==> config.mk <==
export PLATFORM = sky130hd
export DESIGN_NAME = alarm_led_ctrl
export DESIGN_NICKNAME = d
export VERILOG_FILES = /design/src/rtl/alarm_pkg.sv /design/src/rtl/blink_timer.sv /design/src/rtl/alarm_led_ctrl.sv
export SDC_FILE = /design/constraint.sdc
export NUM_CORES = 1
export LEC_CHECK = 0
export BUFFER_PORTS_ARGS = -buffer_cell sky130_fd_sc_hd__buf_2
export CAP_MARGIN = 5
export CORE_UTILIZATION = 30
export DETAILED_ROUTE_END_ITERATION = 16
export HOLD_SLACK_MARGIN = 0.02
export PLACE_DENSITY = 0.64
export SYNTH_ARGS = -nofsm -noshare
export SYNTH_HDL_FRONTEND = slang
export SYNTH_SLANG_ARGS = --single-unit
export TNS_END_PERCENT = 30
==> constraint.sdc <==
create_clock -name clk -period 2.2 [get_ports clk]
set_clock_uncertainty 0.15 [all_clocks]
set_input_delay 0.22 -clock clk [delete_from_list [all_inputs] [get_ports clk]]
set_output_delay 0.22 -clock clk [all_outputs]
set_load 0.005 [all_outputs]
==> src/rtl/alarm_pkg.sv <==
// Shared types for the alarm indicator: FSM state, BCD time layout and a field unpacker.
// The SNOOZE state exists only when ALARM_SNOOZE_EN is defined.
package alarm_pkg;

`ifdef ALARM_SNOOZE_EN
   typedef enum logic [1:0] {
      IDLE,
      RING,
      SNOOZE
   } state_t;
`else
   typedef enum logic [1:0] {
      IDLE,
      RING
   } state_t;
`endif

   localparam int MIN_L  = 0;
   localparam int MIN_H  = 4;
   localparam int HOUR_L = 8;
   localparam int HOUR_H = 12;

   typedef struct packed {
      logic [3:0] hour_h;
      logic [3:0] hour_l;
      logic [3:0] min_h;
      logic [3:0] min_l;
   } bcd_time_t;

   function automatic bcd_time_t unpack_time(input logic [15:0] raw);
      bcd_time_t t;
      t.min_l  = raw[MIN_L  +: 4];
      t.min_h  = raw[MIN_H  +: 4];
      t.hour_l = raw[HOUR_L +: 4];
      t.hour_h = raw[HOUR_H +: 4];
      return t;
   endfunction

endpackage

==> src/rtl/blink_timer.sv <==
// LED blink timing: a BLINK_HALF-cycle prescaler feeding a toggle counter that
// flags the RING_TOGGLES-th toggle as done.
module blink_timer #(
   parameter int BLINK_HALF   = 5_000_000,
   parameter int RING_TOGGLES = 600
) (
   input  logic clk,
   input  logic rst,
   input  logic clear,
   input  logic enable,
   output logic toggle,
   output logic done
);

   localparam int PW = (BLINK_HALF > 1) ? $clog2(BLINK_HALF) : 1;
   localparam int TW = $clog2(RING_TOGGLES);

   logic [PW-1:0] presc;
   logic [TW-1:0] tog_cnt;

   assign toggle = enable && (presc == PW'(BLINK_HALF - 1));
   // done marks the toggle that would be the last one; the caller leaves RING instead
   assign done   = toggle && (tog_cnt == TW'(RING_TOGGLES - 1));

   always_ff @(posedge clk) begin
      if (rst || clear) begin
         presc   <= '0;
         tog_cnt <= '0;
      end else if (enable) begin
         if (toggle) begin
            presc   <= '0;
            tog_cnt <= tog_cnt + TW'(1);
         end else begin
            presc <= presc + PW'(1);
         end
      end
   end

endmodule

==> src/rtl/alarm_led_ctrl.sv <==
// Multi-channel alarm indicator: edge-triggered match, blinking LED, timeout, stop,
// enable-drop and (with ALARM_SNOOZE_EN defined) snooze.
module alarm_led_ctrl
   import alarm_pkg::*;
#(
   parameter int  NUM_ALARMS   = 4,
   parameter int  BLINK_HALF   = 5_000_000,
   parameter int  RING_TOGGLES = 600,
   parameter int  SNOOZE_MIN   = 5,
   localparam int CH_W         = (NUM_ALARMS > 1) ? $clog2(NUM_ALARMS) : 1
) (
   input  logic                    clk,
   input  logic                    rst,
   input  logic [16*NUM_ALARMS-1:0] alarm_time,
   input  logic [NUM_ALARMS-1:0]   alarm_en,
   input  logic [15:0]             cur_time,
   input  logic                    min_tick,
   input  logic                    stop_pulse,
   input  logic                    snooze_pulse,
   output logic                    led,
   output logic                    ringing,
   output logic [CH_W-1:0]         ring_id
);

   state_t                state;
   logic [NUM_ALARMS-1:0] match;
   logic [NUM_ALARMS-1:0] match_q;
   logic [NUM_ALARMS-1:0] rise;
   logic                  trigger;
   logic [CH_W-1:0]       winner;
   logic                  ring_en;
   logic                  ring_active;
   logic                  blink_toggle;
   logic                  blink_done;

`ifdef ALARM_SNOOZE_EN
   localparam int SW = $clog2(SNOOZE_MIN + 1);
   logic [SW-1:0] snz_cnt;
`else
   logic unused_snooze;
   assign unused_snooze = snooze_pulse ^ min_tick ^ (SNOOZE_MIN == 0);
`endif

   // NOTE: every variable written here gets a default first so no latch is inferred.
   always_comb begin
      match = '0;
      for (int i = 0; i < NUM_ALARMS; i++) begin
         match[i] = alarm_en[i] &&
                    (unpack_time(alarm_time[16*i +: 16]) == unpack_time(cur_time));
      end
   end

   assign rise = match & ~match_q;

   always_comb begin
      trigger = 1'b0;
      winner  = '0;
      for (int i = NUM_ALARMS - 1; i >= 0; i--) begin
         if (rise[i]) begin
            trigger = 1'b1;
            winner  = CH_W'(i);
         end
      end
   end

   assign ring_en     = alarm_en[ring_id];
   assign ring_active = (state == RING);
   assign ringing     = ring_active;

   // Counters are held at zero outside RING, so every entry into RING starts a fresh blink.
   blink_timer #(
      .BLINK_HALF  (BLINK_HALF),
      .RING_TOGGLES(RING_TOGGLES)
   ) u_blink (
      .clk   (clk),
      .rst   (rst),
      .clear (~ring_active),
      .enable(ring_active),
      .toggle(blink_toggle),
      .done  (blink_done)
   );

   // NOTE: sequential state uses non-blocking assignments only; match_q resets to all
   // ones so a time already matching at reset release produces no rising edge.
   always_ff @(posedge clk) begin
      if (rst) begin
         state   <= IDLE;
         led     <= 1'b0;
         ring_id <= '0;
         match_q <= '1;
`ifdef ALARM_SNOOZE_EN
         snz_cnt <= '0;
`endif
      end else begin
         match_q <= match;
         case (state)
            IDLE: begin
               if (trigger) begin
                  state   <= RING;
                  ring_id <= winner;
                  led     <= 1'b1;
               end
            end
            RING: begin
               if (stop_pulse || !ring_en) begin
                  state <= IDLE;
                  led   <= 1'b0;
               end
`ifdef ALARM_SNOOZE_EN
               else if (snooze_pulse) begin
                  state   <= SNOOZE;
                  snz_cnt <= SW'(SNOOZE_MIN);
                  led     <= 1'b0;
               end
`endif
               else if (blink_done) begin
                  state <= IDLE;
                  led   <= 1'b0;
               end else if (blink_toggle) begin
                  led <= ~led;
               end
            end
`ifdef ALARM_SNOOZE_EN
            SNOOZE: begin
               if (stop_pulse || !ring_en) begin
                  state <= IDLE;
               end else if (min_tick) begin
                  if (snz_cnt == SW'(1)) begin
                     state <= RING;
                     led   <= 1'b1;
                  end else begin
                     snz_cnt <= snz_cnt - SW'(1);
                  end
               end
            end
`endif
            default: begin
               state <= IDLE;
               led   <= 1'b0;
            end
         endcase
      end
   end

endmodule
==> metrics.txt, run 1 <==
number of antenna violations at the first check in global routing=0; clk buf depth=2; post-synthesis register bit count=41; share of the core filled with cells in the final layout=between 40% and 50%; buffers inserted by post-CTS timing repair=0; post-synthesis area per instance=8.29 sq um; Setup CP Type=reg2reg; initial DRC count=59; antenna diode instance count=0; ys async rst share=0%; final layout net count=503; die extent in x=between 90 and 100 um; Total Die Area=9000 sq um; number of hold violations in the final report=0; later-pin clock latency in the skew report=0.29 ns; global route overflow=0; buffer cell driving the clock tree root=sky130_fd_sc_hd__clkbuf_8; share of layout cells above drive strength 1=27.9%; Routed wire per std cell=12.5 um; via count of the first global-routing pass=2566; number of buffer and inverter stages on the critical path=1; clock buffer count from CTS=5; overall power consumption=1480 uW; number of instances in the synthesized netlist=312; portion of the clock cycle consumed by the worst path in the final layout=91.8%; slowest cell delay on critical path=0.38 ns; total number of placement rows=33; critical path startpoint category=flip-flop; die height=94.9 um; total global routing track utilization=about 16%; number of unique standard cell types used by synthesis=44; count of flip-flops with a built-in enable after synthesis=0; Post-Syn Nets=403; primary flip-flop cell chosen by synthesis mapping=sky130_fd_sc_hd__dfxtp_1; cell family with most CP delay=simple AND/OR/NAND/NOR gates; peak ir drop on the vdd network=approximately 180 uV; weighted congestion reported at the end of routability-driven placement=0.882; Power Density=444 nW/um^2; synthesis warning total=0; final hold slack=~0.16 ns; leakage dissipation=0.00134 uW; drt drc=0; drt via density=between 4 and 5; sequence of cells on the critical path=ha_1, nand2_1, or3_1, nor4_2, buf_4, nand4_1, xor2_1, nor2_1; Setup-failing EPs final=0; number of iterations in the first detailed-routing pass=4; global-route wire length before repair=11.1 mm; DR vias=2451; worst slew margin relative to its limit=58.3%; netlist area before placement=2590 sq um; TNS Setup=0 ns; Hold Crit Class=in2reg; core region area=8300 sq um; largest net degree at the start of global routing=23; Inst Count DP=slightly above 500; critical path data required time=2.22 ns; starting utilization of the core area=31.2%; number of port buffers=90; Max Slew Vio Count=0; pin slew with the least headroom to its limit=0.620 ns; number of standard cells in the final layout excluding fillers=approximately 520; MaxCap Viol Count=0; relative area change from synthesis to final layout=28.6%; total routed wirelength=6.45 mm; Max Clk Rate=between 400 and 500 MHz; total clock sinks=41; run status=finished clean; clock transition time at the flip-flop clock pins of the worst setup and hold paths=0.08 ns; maximum fanout along the worst path=6; antenna violation net count after detailed routing=0; data arrival time of the critical path=roughly 2.0 ns; clock period minus worst slack=2.02 ns; Max H-tree Level=2; nature of the critical path endpoint=flip-flop; RSZ-0062 raised after global routing=no; placed wire-length estimate=~5.4 mm; I/O pin total=93; highest-delay cell along the critical path=sky130_fd_sc_hd__or3_1; CTS tree=built; post-synthesis sequential area ratio=a little under a third
per-layer routing:
metal	global-route usage, %	vias to the layer above	share of wire, %
met5	0	-	0
met4	5.93	0	1.9
met3	3.46	14	6.0
met2	27.0	68	49
met1	18.4	1114	43
li1	-	1255	-
report_power, final:
part	leakage (uW)	total, uW	internal, uW	switching, uW
sequential	0.000332	747	745	1.22
combinational	0.000962	242	131	111
clock	0.0000443	488	249	239
per-stage QoR:
stage,area [sq um],worst slack (ns)
final,3330,0.180
after global routing,3330,0.0191
after CTS,3320,0.107
after detailed placement,3220,-0.00419
after global placement,3220,0.0120
after floorplan,2590,0.123
sequential cells by signal, summed over array words and instances (netlist names):
name / cells
led: 1
u_blink.tog_cnt: 10
state: 1
ring_id: 2
u_blink.presc: 23
match_q: 4
cells in the final DEF (no fill, tap or decap), drive strengths merged, types with 3 or more instances in the layout:
cell,n
and3,4
buf,101
clkbuf,7
dfxtp,41
inv,17
mux2i,3
nand2,24
nand3,11
nand3b,3
nand4,16
nor2,47
nor3,6
nor4,8
o21ai,4
xnor2,39
xor2,46
cell families (layout without fill, tap and decap cells):
family	Yosys count	in the layout	share of synthesized area, %
simple gates	134	134	26.4
xor+xnor	85	85	28.8
compound gates	20	20	6.00
mux	4	4	2.03
flops	41	41	31.7
fa+ha+maj	2	2	0.967
buf+inv	26	126	4.16
cells in the mapped netlist (2+ instances only):
cell | instances | share of area, %
sky130_fd_sc_hd__buf_2 | 2 | 0.39
sky130_fd_sc_hd__xor2_1 | 46 | 16
sky130_fd_sc_hd__nand3b_1 | 3 | 0.87
sky130_fd_sc_hd__nor2b_1 | 2 | 0.48
sky130_fd_sc_hd__nor4b_1 | 2 | 0.68
sky130_fd_sc_hd__a21o_1 | 2 | 0.58
sky130_fd_sc_hd__and3_1 | 4 | 0.97
sky130_fd_sc_hd__a21oi_1 | 2 | 0.39
sky130_fd_sc_hd__dfxtp_1 | 41 | 32
sky130_fd_sc_hd__nand2_1 | 24 | 3.5
sky130_fd_sc_hd__inv_1 | 17 | 2.5
sky130_fd_sc_hd__o22ai_1 | 2 | 0.48
sky130_fd_sc_hd__and4_1 | 2 | 0.68
sky130_fd_sc_hd__o21ai_0 | 4 | 0.77
sky130_fd_sc_hd__xnor2_1 | 39 | 13
sky130_fd_sc_hd__nor4_1 | 6 | 1.5
sky130_fd_sc_hd__nand3_1 | 11 | 2.1
sky130_fd_sc_hd__ha_1 | 2 | 0.97
sky130_fd_sc_hd__nor4_2 | 2 | 0.97
sky130_fd_sc_hd__nor3_1 | 6 | 1.2
sky130_fd_sc_hd__and2_1 | 2 | 0.48
sky130_fd_sc_hd__clkbuf_1 | 5 | 0.73
sky130_fd_sc_hd__nand4_1 | 16 | 3.9
sky130_fd_sc_hd__nor2_1 | 47 | 6.8
sky130_fd_sc_hd__a222oi_1 | 2 | 0.77
sky130_fd_sc_hd__mux2i_1 | 3 | 1.2
layout make-up:
type,instances,area [sq um]
Multi-Input combinational cell,245,1670
Sequential cell,41,821
Tap cell,105,131
Timing Repair Buffer,102,556
Inverter,17,63.8
Clock buffer,7,86.3
Fill cell,840,4970
worst paths after layout:
kind	cells after the start	slack (ns)	to	start
max	8	0.18	u_blink.tog_cnt[9]	u_blink.presc[0]
min	5	0.16	match_q[1]	alarm_en[1]
max reg2reg	8	0.18	u_blink.tog_cnt[9]	u_blink.presc[0]
min reg2reg	1	0.30	u_blink.presc[0]	u_blink.presc[0]
worst register-to-register path, cell delays in order, from the launching register on:
cell                      delay (ns)
sky130_fd_sc_hd__dfxtp_1        0.35
sky130_fd_sc_hd__ha_1           0.21
sky130_fd_sc_hd__nand2_1        0.07
sky130_fd_sc_hd__or3_1          0.38
sky130_fd_sc_hd__nor4_2         0.24
sky130_fd_sc_hd__buf_4          0.18
sky130_fd_sc_hd__nand4_1        0.11
sky130_fd_sc_hd__xor2_1         0.15
sky130_fd_sc_hd__nor2_1         0.05
what timing repair did:
| action | in CTS | in global routing |
|---|---|---|
| resized for setup | 0 | 3 |
| hold buffers | 1 | 0 |
| endpoints found under the setup margin | 0 | 3 |
| endpoints found under the hold margin | 1 | 0 |
(Power assumes the default switching activity.)
==> inputs of run 2 (changes only) <==
- CORE_UTILIZATION: 30 -> 45
- PLACE_DENSITY: 0.64 -> 0.85
==> run 2 against run 1 <==
Sequential share of layout area up 0.60 points. Maximum frequency down 1.2%. Utilization up 19 points. Worst hold slack worse by 0.017 ns. Power down 2.0%. Global-route usage up 7.3 points. Worst setup slack worse by 0.025 ns. Critical endpoint is now led. Register-to-register slack worse by 0.02 ns. First-iteration DRC count up 56%. Routed wire length down 0.12%.
==> metrics.txt, run 2 (synthesized netlist as in run 1, its figures left out) <==
leakage dissipation=0.00132 uW; core region area=around 5500 sq um; number of antenna violations at the first check in global routing=0; final hold slack=0.138 ns; number of iterations in the first detailed-routing pass=5; Setup-failing EPs final=0; nature of the critical path endpoint=flip-flop; number of standard cells in the final layout excluding fillers=480; Routed wire per std cell=13.4 um; worst hold path depth=5; antenna diode instance count=0; summed area of non-filler cells in the final layout=3250 sq um; largest registers in the final layout=u_blink.presc: 23 flops, u_blink.tog_cnt: 10 flops, match_q: 4 flops; worst reg2reg startpoint=u_blink.presc[0]; clock period minus worst slack=approximately 2 ns; Max Slew Vio Count=0; endpoint of the worst register-to-register path=led; Total Die Area=6060 sq um; I/O pin total=93; share of layout cells above drive strength 1=a little over a quarter; logic depth of the worst register-to-register path=7; Largest Register=u_blink.presc; starting utilization of the core area=46.7%; initial DRC count=92; total clock sinks=41; data arrival time of the critical path=around 2.1 ns; TNS Setup=0 ns; Inst Count DP=around 470; flop2flop setup slack=roughly 0.16 ns; leading cell type in the layout, fill and taps excluded=sky130_fd_sc_hd__buf_2; Power Density=approximately 450 nW/um^2; die extent in x=roughly 78 um; number of flip-flops under the largest register name=23; maximum fanout along the worst path=7; placed wire-length estimate=5.39 mm; highest-count cells in the layout ignoring fill and taps=sky130_fd_sc_hd__buf_2 (90), sky130_fd_sc_hd__nor2_1 (47), sky130_fd_sc_hd__xor2_1 (46); MaxCap Viol Count=0; clk buf depth=2; number of hold violations in the final report=0; critical path startpoint category=flip-flop; Max Clk Rate=489 MHz; weighted congestion reported at the end of routability-driven placement=0.928; final layout net count=500; later-pin clock latency in the skew report=0.30 ns; pin slew with the least headroom to its limit=between 0.5 and 0.6 ns; total global routing track utilization=22.8%; die height=77.8 um; drt via density=just over 5; buffers inserted by post-CTS timing repair=0; Post-DP Area=3160 sq um; global route overflow=0; Setup CP Type=reg2reg; via count of the first global-routing pass=2519; multi-input combinational cell area=1670 sq um; DR vias=2467; number of port buffers=90; filler instances=472; area of all sequential standard cells=around 820 sq um; relative area change from synthesis to final layout=25.5%; critical path data required time=approximately 2.3 ns; Max H-tree Level=2; CTS tree=built; share of the core filled with cells in the final layout=58.6%; clock transition time at the flip-flop clock pins of the worst setup and hold paths=0.08 ns; largest net degree at the start of global routing=23; startpoint of the lowest-slack hold path=alarm_en[1]; antenna violation net count after detailed routing=0; Hold Path End=match_q[1]; worst slew margin relative to its limit=63.8%; peak ir drop on the vdd network=242 uV; drt drc=0; run status=finished clean; Hold Crit Class=in2reg; global-route wire length before repair=10.7 mm; total routed wirelength=6.44 mm; total number of placement rows=27; buffer cell driving the clock tree root=sky130_fd_sc_hd__clkbuf_8; portion of the clock cycle consumed by the worst path in the final layout=92.9%; clock buffer count from CTS=5; RSZ-0062 raised after global routing=no
run 2: cell types whose count changed in the layout (fill, tap and decap cells not counted):
cell	before	now
sky130_fd_sc_hd__buf_4	10	7
sky130_fd_sc_hd__or2_4	1	0
sky130_fd_sc_hd__clkbuf_8	6	5
sky130_fd_sc_hd__clkinv_2	0	1
sky130_fd_sc_hd__or2_2	0	1
sky130_fd_sc_hd__clkbuf_1	1	0
run 2: report_power, final:
| part | internal, uW | switching [uW] |
|---|---|---|
| registers | 745 | 1.27 |
| clock network | 209 | 246 |
| logic | 129 | 116 |
| total | 1080 | 363 |
run 2: area by class of cell:
type | instances | share of cell area, %
clock inverter | 1 | 0.154
sequential | 41 | 25.3
multi-input combinational | 245 | 51.3
tap | 72 | 2.77
inverter | 17 | 1.96
timing repair buffer | 99 | 16.4
clock buffer | 5 | 2.12
run 2: per-layer routing:
metal / up-vias / global-route usage [%] / wire length [um]
li1: 1247 / - / -
met1: 1104 / 23.4 / 2540
met2: 99 / 43.3 / 3340
met3: 17 / 5.65 / 396
met4: 0 / 9.81 / 165
met5: - / 0 / 0
run 2: critical path: stages, from the launching register on:
cell and delay, ns:
sky130_fd_sc_hd__dfxtp_1 0.36, sky130_fd_sc_hd__ha_1 0.21, sky130_fd_sc_hd__nand2_1 0.06, sky130_fd_sc_hd__or3_1 0.37, sky130_fd_sc_hd__or2_2 0.37, sky130_fd_sc_hd__mux2i_1 0.14
sky130_fd_sc_hd__o21ai_0 0.15, sky130_fd_sc_hd__o311a_1 0.17
run 2: worst max path at each step:
stage / startpoint / to / slack [ns]
final: u_blink.presc[0] / led / 0.16
after global routing: u_blink.presc[0] / u_blink.tog_cnt[3] / 0.01
after CTS: u_blink.presc[0] / u_blink.tog_cnt[3] / 0.11
after detailed placement: cur_time[4] / ring_id[0] / 0.005
after global placement: cur_time[4] / ring_id[0] / 0.05
after floorplan: u_blink.presc[0] / u_blink.tog_cnt[3] / 0.12
run 2: what timing repair did:
action,4_1_cts,5_1_grt
resized for setup,0,2
endpoints found under the hold margin,1,0
setup endpoints to repair,0,2
hold buffers,1,0
run 2: stage by stage:
stage          worst slack, ns  power [uW]
2_1_floorplan            0.123         877
3_3_place_gp            0.0461         998
3_5_place_dp           0.00468        1010
4_1_cts                  0.112        1450
5_1_grt                 0.0116        1530
6_report                 0.155        1450
==> inputs of run 3 (changes only) <==
- CORE_MARGIN: not set -> 1.5
- clock period: 2.2 -> 1.75 ns (I/O delays scaled with it)
==> run 3 against run 2 <==
The run now ends with setup timing left. Design area rose by 17%. Critical path depth rose by 1. Clock-buffer cell count rose by 2. Critical endpoint is now u_blink.tog_cnt[5]. Largest cell class unchanged.
==> metrics.txt, run 3 (synthesized netlist as in run 1, its figures left out) <==
weighted congestion reported at the end of routability-driven placement=0.889; Setup-failing EPs final=35; capturing element of the worst setup path=u_blink.tog_cnt[5]; nature of the critical path endpoint=flip-flop; TNS Setup=-4.64 ns; clock period minus worst slack=between 1.5 and 2 ns; Inst Count DP=518; Max Slew Vio Count=0; DR vias=2815; clock buffer count from CTS=5; busiest layer in global routing=met2; endpoint of the worst register-to-register path=u_blink.tog_cnt[5]; relative area change from synthesis to final layout=47.4%; Hold Crit Class=in2reg; via count of the first global-routing pass=2933; Post-Place Setup Slack=-0.410 ns; clock transition time at the flip-flop clock pins of the worst setup and hold paths=0.08 ns; Max Clk Rate=503 MHz; worst reg2reg startpoint=u_blink.presc[1]; number of antenna violations at the first check in global routing=0; number of flip-flops under the largest register name=23; critical path data required time=1.80 ns; clk buf depth=2; number of port buffers=90; later-pin clock latency in the skew report=between 0.3 and 0.4 ns; MaxCap Viol Count=0; leakage dissipation=0.00164 uW; buffer cell driving the clock tree root=sky130_fd_sc_hd__clkbuf_8; GRT met1 Usage=between 20% and 30%; number of iterations in the first detailed-routing pass=4; met2 capacity usage during global routing=52.2%; Routed wire per std cell=about 15 um; antenna diode instance count=0; data arrival time of the critical path=2.03 ns; Largest Register=u_blink.presc; peak ir drop on the vdd network=345 uV; share of the core filled with cells in the final layout=approximately 69%; antenna violation net count after detailed routing=0; Total Die Area=6210 sq um; number of standard cells in the final layout excluding fillers=530; crit path from=u_blink.presc[1]; pin slew with the least headroom to its limit=0.391 ns; die extent in x=roughly 80 um; portion of the clock cycle consumed by the worst path in the final layout=114%; drt via density=5.31; violated checks=setup timing; I/O pin total=93; RSZ-0062 raised after global routing=yes; maximum fanout along the worst path=6; starting utilization of the core area=46.7%; final hold slack=0.101 ns; Setup CP Type=reg2reg; flop2flop setup slack=-0.24 ns; logic depth of the worst register-to-register path=8; number of hold violations in the final report=0; drt drc=0; total routed wirelength=~8.2 mm; largest net degree at the start of global routing=23; placed wire-length estimate=6.09 mm; CTS tree=built; initial DRC count=110; total clock sinks=41; total global routing track utilization=27.5%; largest registers in the final layout=u_blink.presc: 23 flops, u_blink.tog_cnt: 10 flops, match_q: 4 flops; run status=finished, violations left; core region area=5540 sq um; total number of placement rows=27; share of layout cells above drive strength 1=41.0%; Power Density=545 nW/um^2; final worst slack=-0.238 ns; critical path startpoint category=flip-flop; global route overflow=0; GR met3 Demand/Resource=just under 7%; worst slew margin relative to its limit=73.9%; Max H-tree Level=2; highest-count cells in the layout ignoring fill and taps=sky130_fd_sc_hd__buf_2 (90), sky130_fd_sc_hd__buf_4 (53), sky130_fd_sc_hd__xor2_1 (46); final layout net count=548; die height=78.8 um; global-route wire length before repair=~13 mm; leading cell type in the layout, fill and taps excluded=sky130_fd_sc_hd__buf_2
## run 3: cell types whose count changed in the layout (fill, tap and decap cells not counted), moves of 3 or more
cell | before | now
sky130_fd_sc_hd__nand3_1 | 11 | 8
sky130_fd_sc_hd__buf_4 | 7 | 53
sky130_fd_sc_hd__dfxtp_1 | 41 | 31
sky130_fd_sc_hd__nor2_1 | 47 | 44
sky130_fd_sc_hd__dfxtp_2 | 0 | 10
sky130_fd_sc_hd__nand3_2 | 0 | 3
## run 3: critical path, cell delays in order, from the launching register on
cell	delay, ns
sky130_fd_sc_hd__dfxtp_2	0.36
sky130_fd_sc_hd__ha_4	0.14
sky130_fd_sc_hd__nand2_2	0.05
sky130_fd_sc_hd__or3_4	0.36
sky130_fd_sc_hd__nor4_4	0.39
sky130_fd_sc_hd__buf_4	0.18
sky130_fd_sc_hd__nand3_2	0.07
sky130_fd_sc_hd__xor2_1	0.14
sky130_fd_sc_hd__nor2_1	0.05
## run 3: report_power, final
| group | total [uW] | internal [uW] | switching (uW) |
|---|---|---|---|
| Combinational | 339 | 184 | 155 |
| Sequential | 938 | 937 | 1.72 |
| Clock | 801 | 465 | 336 |
## run 3: layer usage
layer  routed length [um]  part of all wire [%]  vias to the layer above
li1                     -                     -                     1342
met1                 2870                    35                     1299
met5                    0                     0                        -
met4                  406                   5.0                        0
met3                  488                   6.0                       36
met2                 4410                    54                      138
## run 3: layout make-up
class                   count  area (sq um)
repair buffers            147           901
clock buffers               7          86.3
fillers                   408          1730
well taps                  72          90.1
clock inverters             1          30.0
inverters                  17          63.8
flip-flops and latches     41           833
multi-input cells         245          1810
## run 3: timing repair
action                                 CTS  global route
hold buffers                             1             0
gates cloned                             0             0
pin swaps                               17            15
gates resized for setup                 22            11
endpoints found under the hold margin    1             0
buffers inserted                         2             1
setup endpoints to repair               35            36
## run 3: worst min path at each step
stage / start / cells after the start / endpoint / slack, ns
finish: alarm_en[1] / 5 / match_q[1] / 0.10
global route: alarm_en[1] / 5 / match_q[1] / 0.14
CTS: alarm_en[1] / 5 / match_q[1] / 0.10
detailed placement: rst / 2 / ring_id[0] / 0.23
global placement: rst / 2 / ring_id[0] / 0.23
floorplan: rst / 1 / ring_id[0] / 0.09
## run 3: stage by stage
stage          power (uW)  instance area, sq um
6_report             2080                  3810
5_1_grt              2140                  3810
4_1_cts              2070                  3770
3_5_place_dp         1290                  3530
3_3_place_gp         1280                  3530
2_1_floorplan        1100                  2650
